==> config.mk <==
export PLATFORM = sky130hd
export DESIGN_NAME = score_argmax7
export DESIGN_NICKNAME = d
export VERILOG_FILES = /design/src/rtl/score_argmax7.sv
export SDC_FILE = /design/constraint.sdc
export NUM_CORES = 1
export LEC_CHECK = 0
export CORE_MARGIN = 2
export CORE_UTILIZATION = 44
export DETAILED_ROUTE_END_ITERATION = 8
export MAX_ROUTING_LAYER = met4
export PLACE_DENSITY = 0.76
export SYNTH_ARGS = -nofsm -noshare
export SYNTH_HDL_FRONTEND = slang
export SYNTH_SLANG_ARGS = --single-unit
==> constraint.sdc <==
create_clock -name clk -period 2.3 [get_ports clk]
set_clock_uncertainty 0.15 [all_clocks]
set_input_delay 0.46 -clock clk [delete_from_list [all_inputs] [get_ports clk]]
set_output_delay 0.46 -clock clk [all_outputs]
set_load 0.02 [all_outputs]
==> src/rtl/score_argmax7.sv <==
// score_argmax7: streaming signed argmax over frames of N scores, one result per frame.
// Define ARGMAX_TIE_LAST_EN so that the latest of several equal maxima wins.
module score_argmax7 #(
    parameter int WIDTH = 12,
    parameter int N     = 7
) (
    input  logic             clk,
    input  logic             rst,
    input  logic [WIDTH-1:0] in_score,
    input  logic             in_valid,
    output logic             in_ready,
    input  logic             flush,
    output logic [WIDTH-1:0] out_max,
    output logic [2:0]       out_idx,
    output logic             out_valid,
    input  logic             out_ready
);

    typedef enum logic [1:0] {
        IDLE,
        ACC,
        OUT
    } state_t;

    localparam logic [3:0] LAST = 4'(N - 1);

    state_t           state;
    state_t           nextState;
    logic [WIDTH-1:0] maxReg;
    logic [2:0]       idxReg;
    logic [3:0]       count;
    logic             accept;
    logic             takeNew;

    // A flush wins over a same-cycle beat, so only unflushed handshakes count as accepts.
    assign accept = in_valid && in_ready && !flush;

`ifdef ARGMAX_TIE_LAST_EN
    assign takeNew = $signed(in_score) >= $signed(maxReg);
`else
    assign takeNew = $signed(in_score) > $signed(maxReg);
`endif

    always_ff @(posedge clk) begin
        if (rst) begin
            state <= IDLE;
        end else begin
            state <= nextState;
        end
    end

    always_comb begin
        nextState = state;
        in_ready  = 1'b0;
        out_valid = 1'b0;
        case (state)
            IDLE: begin
                in_ready = 1'b1;
                if (!flush && in_valid) begin
                    nextState = ACC;
                end
            end
            ACC: begin
                in_ready = 1'b1;
                if (flush) begin
                    nextState = IDLE;
                end else if (in_valid && (count == LAST)) begin
                    nextState = OUT;
                end
            end
            OUT: begin
                out_valid = 1'b1;
                if (out_ready) begin
                    nextState = IDLE;
                end
            end
            default: nextState = IDLE;
        endcase
    end

    // Running max/index/count; count doubles as the arrival position of the next beat.
    always_ff @(posedge clk) begin
        if (rst) begin
            maxReg <= '0;
            idxReg <= '0;
            count  <= '0;
        end else begin
            case (state)
                IDLE: begin
                    if (flush) begin
                        count <= '0;
                    end else if (accept) begin
                        maxReg <= in_score;
                        idxReg <= 3'd0;
                        count  <= 4'd1;
                    end
                end
                ACC: begin
                    if (flush) begin
                        count <= '0;
                    end else if (accept) begin
                        if (takeNew) begin
                            maxReg <= in_score;
                            idxReg <= count[2:0];
                        end
                        count <= count + 4'd1;
                    end
                end
                OUT: begin
                    if (out_ready) begin
                        count <= '0;
                    end
                end
                default: count <= '0;
            endcase
        end
    end

    assign out_max = maxReg;
    assign out_idx = idxReg;

endmodule

Word-level counts from Yosys, hierarchy flattened

Cells that the tools add are included.

Logic and storage cells: 55
Input port bits: 17
Bits in registers: 21
Output and inout bits: 17

Reductions and logical operators: 11
Muxes and demuxes: 25
Order comparisons: 1
Eq/ne operators: 13
Add/subtract/negate cells: 1

Operator list:

| cell                | number |
|---|---|
| $mux 12             | 5 |
| $pmux 12 s2         | 1 |
| $mux 4              | 5 |
| $mux 3              | 5 |
| $ne 2x2->1 const B  | 7 |
| $gt 12x12->1        | 1 |
| $pmux 4 s3          | 1 |
| $ne 3x3->1 const B  | 3 |
| $mux 2              | 4 |
| $pmux 2 s3          | 1 |
| $pmux 3 s2          | 1 |
| $reduce_and 3->1    | 2 |
| $reduce_and 6->1    | 1 |
| $add 4x1->4 const B | 1 |
| $eq 4x3->1 const B  | 1 |
| $logic_and 1x1->1   | 4 |
| $eq 2x1->1 const B  | 1 |
| $eq 2x2->1 const B  | 1 |
| $logic_not 2->1     | 1 |
| $mux 1              | 2 |
| $reduce_bool 2->1   | 1 |
| $reduce_or 2->1     | 1 |
| $logic_not 1->1     | 1 |

Logic depth before layout (Yosys ltp)

Depth after elaboration: 8
Mapped depth: 9
Depth with buffers taken out: 8

Least setup slack after synthesis

Ideal clock, no wire load.

Path type: flip-flop to flip-flop
From: reg maxReg[11], in the netlist out_max[11]
To: reg idxReg[0], in the netlist out_idx[0]
Stages on the path, launching flop included: 10
Period minus slack after synthesis: 2344 ps
Path buffers: 1
Data arrival time: 2123 ps
Setup slack: -44 ps
Setup time: 72 ps
Data required time: 2078 ps
Path through: dfxtp_1 -> inv_1 -> ha_1 -> and4_4 -> nand4_2 -> a21oi_2 -> or3_4 -> a21oi_4 -> buf_12 -> mux2i_1

Cells in the longest elaborated chain, start to end: 3

RTL lines:

| element                    | RTL line | text |
|---|---|---|
| start, declared            | 29       | `logic [WIDTH-1:0] maxReg;` |
| start signal, assigned     | 93       | `maxReg <= in_score;` |
| start signal, assigned     | 103      | `maxReg <= in_score;` |
| $gt 12x12->1               | 41       | `assign takeNew = $signed(in_score) > $signed(maxReg);` |
| $ne 2x2->1 (no line)       | n/a      |  |
| $reduce_and 6->1 (no line) | n/a      |  |
| end signal, assigned       | 104      | `idxReg <= count[2:0];` |
| end, declared              | 30       | `logic [2:0] idxReg;` |

Every way passes these cells.
A chain may end at the register's enable or synchronous reset.

Worst setup path after layout

From: in in_score[7]
To: reg idxReg[0], in the netlist out_idx[0]

Cells in the longest elaborated chain, start to end: 3

RTL lines:

| element                    | RTL line | text |
|---|---|---|
| start, declared            | 9        | `input logic [WIDTH-1:0] in_score,` |
| $gt 12x12->1               | 41       |  |
| $ne 2x2->1 (no line)       | n/a      |  |
| $reduce_and 6->1 (no line) | n/a      |  |

Every way passes these cells.

==> results.yml <==
worst_setup_path:
  critPathLaunchType: "input pin"
  r2r-end: "out_idx[0]"
  r2r_cells: 9
  crit_fanout: 4
  path_class: "input pin to flop"
  cp.arrival_ps: 2350
  max_stage_delay_ps: 380
  rrSetupSlack_ps: 70
  cp-end-kind: "flop"
  cp_slowest_cell: "or3_4"
  cp-startpoint: "in_score[7]"
  crit_required_ps: 2390
  r2r-start: "out_max[7]"
  endpoint: "out_idx[0]"
  crit_chain: "dlygate4sd2_1 > ha_4 > and2_4 > a221o_1 > a21oi_2 > or3_4 > a21oi_4 > buf_4 > mux2i_1"
die:
  die_x_microns: 59.2
  die_area_sq_um: 3510
  num_rows: 20
  die_y_microns: 59.2
  core_sq_um: 2980
  ios: 34
  start_util: 0.450
synth:
  synth.distinct_cells: 33
  ys_warn_count: 0
  synth-seq-cells: 21
  synth_ff_type: "dfxtp_1"
  synth_seq_area_share: 0.313
  yosys-top-cells-count: "nand2b_1 (27), dfxtp_1 (21), inv_1 (16), mux2i_1 (15), ha_1 (14)"
  yosys-top-cells-area: "dfxtp_1 (31%), ha_1 (13%), nand2b_1 (13%), mux2i_1 (11%), inv_1 (4.5%)"
  yosysTopAreaCellShare: 0.313
  synthCells: 151
  netlist_area_sq_um: 1340
  yosys.area.top_type: "dfxtp_1"
  avgSynthCellArea_sq_um: 8.88
  synth_fp_nets: 182
  synth-edff-count: 0
  yosysMostFrequentCell: "nand2b_1"
  ys_async_sr_fraction: 0
timing:
  tns_ps: 0
  tightest_slew_ps: 351
  setup_viol: 0
  period_minus_slack_ps: 2260
  max_slew_margin: 0.760
  rsz0062_at_grt: "yes"
  timing_max_transition_violations_final: 0
  hold_violations: 0
  hold_slack_ps: 322
  max_freq_mhz: 442
  min_period_over_period: 0.984
cts:
  path_clk_slew_ps: 120
  cts_root_buffer: "clkbuf_4"
  ctsHoldBuffers: 0
  numCtsBuffers: 3
  clkSinkCount: 21
  htree_levels: 1
  clockBufferDepth: 2
  cts_tree: "yes"
  clkLatencyLatePin_ps: 310
power:
  power_switching_mw: 0.240
  pwr-share-clk: 0.221
  power_mw: 0.822
  combPwrFrac: 0.301
  p_leak_nw: 0.754
  powerDensity_nw_per_um2: 425
  ir_drop_mv: 0.408
  intPower_mw: 0.582
  p_sw_frac: 0.292
  seqPwrFrac: 0.478
route:
  wl_met1_mm: 1.32
  dr.pass1.iters: 4
  first_iter_violations: 32
  route.detailed.wl_per_inst_microns: 13.8
  route.detailed.drc: 0
  top_layer_used: "met4"
  vias: 1208
  via_per_inst: 5.25
  routed_wl_mm: 3.17
  met2RoutedLength_mm: 1.64
  wl_met3_microns: 177
  ant_nets: 0
grt:
  antenna_found_initial: 0
  grt_max_degree: 34
  overflow: 0
  grt_use_total: 0.196
  grt_pass1_wl_mm: 5.13
  grt_pass1_vias: 1192
placed_design:
  place_area_sq_um: 1760
  place_congestion: 0.881
  port-buffer-count: 33
  dpl.hpwl_mm: 2.35
final_layout:
  syn_to_final_growth_pct: 44.3
  antenna_cells: 0
  final_area_sq_um: 1940
  fin_nets: 229
  layout-drive-gt1-share: 0.234
run_status:
  status: "complete, no violations"
hold_path:
  hp-class: "input pin to flop"
job:
  maxCapViolCount: 0
[placed cells by master (no fill, tap or decap), drive strengths merged, types with 4 or more instances in the layout]
master and count:
dfxtp 21, o21ai 5, clkbuf 4, buf 15
nor2 7, ha 14, a21oi 10, mux2i 15
dlygate4sd2 9, clkdlybuf4s50 22, inv 16, nand2 6
nand2b 27
[sequential cells by signal, indices dropped and copies added (netlist names)]
signal   flops
out_idx      3
state        2
count        4
out_max     12
[worst min-delay path by stage]
stage	from	to	slack (ps)	cells past startpoint
after detailed placement	out_idx[1]	out_idx[1]	320	2
after global routing	in_score[4]	out_max[4]	310	3
after global placement	out_max[1]	out_max[1]	310	2
final	in_score[4]	out_max[4]	320	3
after CTS	out_idx[1]	out_idx[1]	340	2
after floorplan	count[3]	count[3]	300	2
[layout make-up]
type	instances	area, sq um
clock buffers	4	26.3
fillers	261	1040
inverters	16	60.1
multi-input cells	108	936
flip-flops and latches	21	430
well taps	33	41.3
repair buffers	48	442
[worst max-delay path, delay by kind of cell]
kind / cells / cell delay [ps]
multiplexers: 1 / 190
AND/OR/NAND/NOR: 2 / 520
AO/OA/AOI/OAI: 3 / 460
adder cells (fa/ha/maj): 1 / 280
buffers and inverters: 2 / 440
[power by group through the flow]
| stage | registers [mW] | logic (mW) | clock network (mW) |
|---|---|---|---|
| final | 0.393 | 0.248 | 0.182 |
| after global placement | 0.399 | 0.208 | 0 |
| after floorplan | 0.411 | 0.111 | 0 |
| after global routing | 0.395 | 0.272 | 0.209 |
| after CTS | 0.392 | 0.221 | 0.190 |
| after detailed placement | 0.400 | 0.215 | 0 |
[cells by family (layout without fill, tap and decap cells)]
family	Yosys count	in the layout	synth area share
and+or+nand+nor	56	56	0.251
buffers and inverters	22	68	0.0746
DFF	21	21	0.313
muxes	15	15	0.112
AOI/OAI and AO/OA	23	23	0.118
adders and majority gates	14	14	0.131
[metal layers]
metal | global-route usage | vias to the layer above
met5 | - | -
li1 | - | 611
met1 | 0.227 | 552
met4 | 0.0195 | 0
met2 | 0.352 | 41
met3 | 0.0480 | 4
[timing repair]
item | CTS | global route
pin swaps | 12 | 13
hold endpoints to repair | 0 | 0
endpoints found under the setup margin | 16 | 15
gates resized for setup | 16 | 18
gates cloned | 0 | 0
buffers inserted | 0 | 5
[metrics by stage]
stage / worst slack (ps) / utilization / cells
final: 37.5 / 0.650 / 230
after global routing: -14.6 / 0.650 / 230
after CTS: 26.1 / 0.609 / 225
after detailed placement: -514 / 0.592 / 221
after global placement: -426 / 0.592 / 221
after floorplan: 0.631 / - / 151
Power figures use the tool's default switching activity.
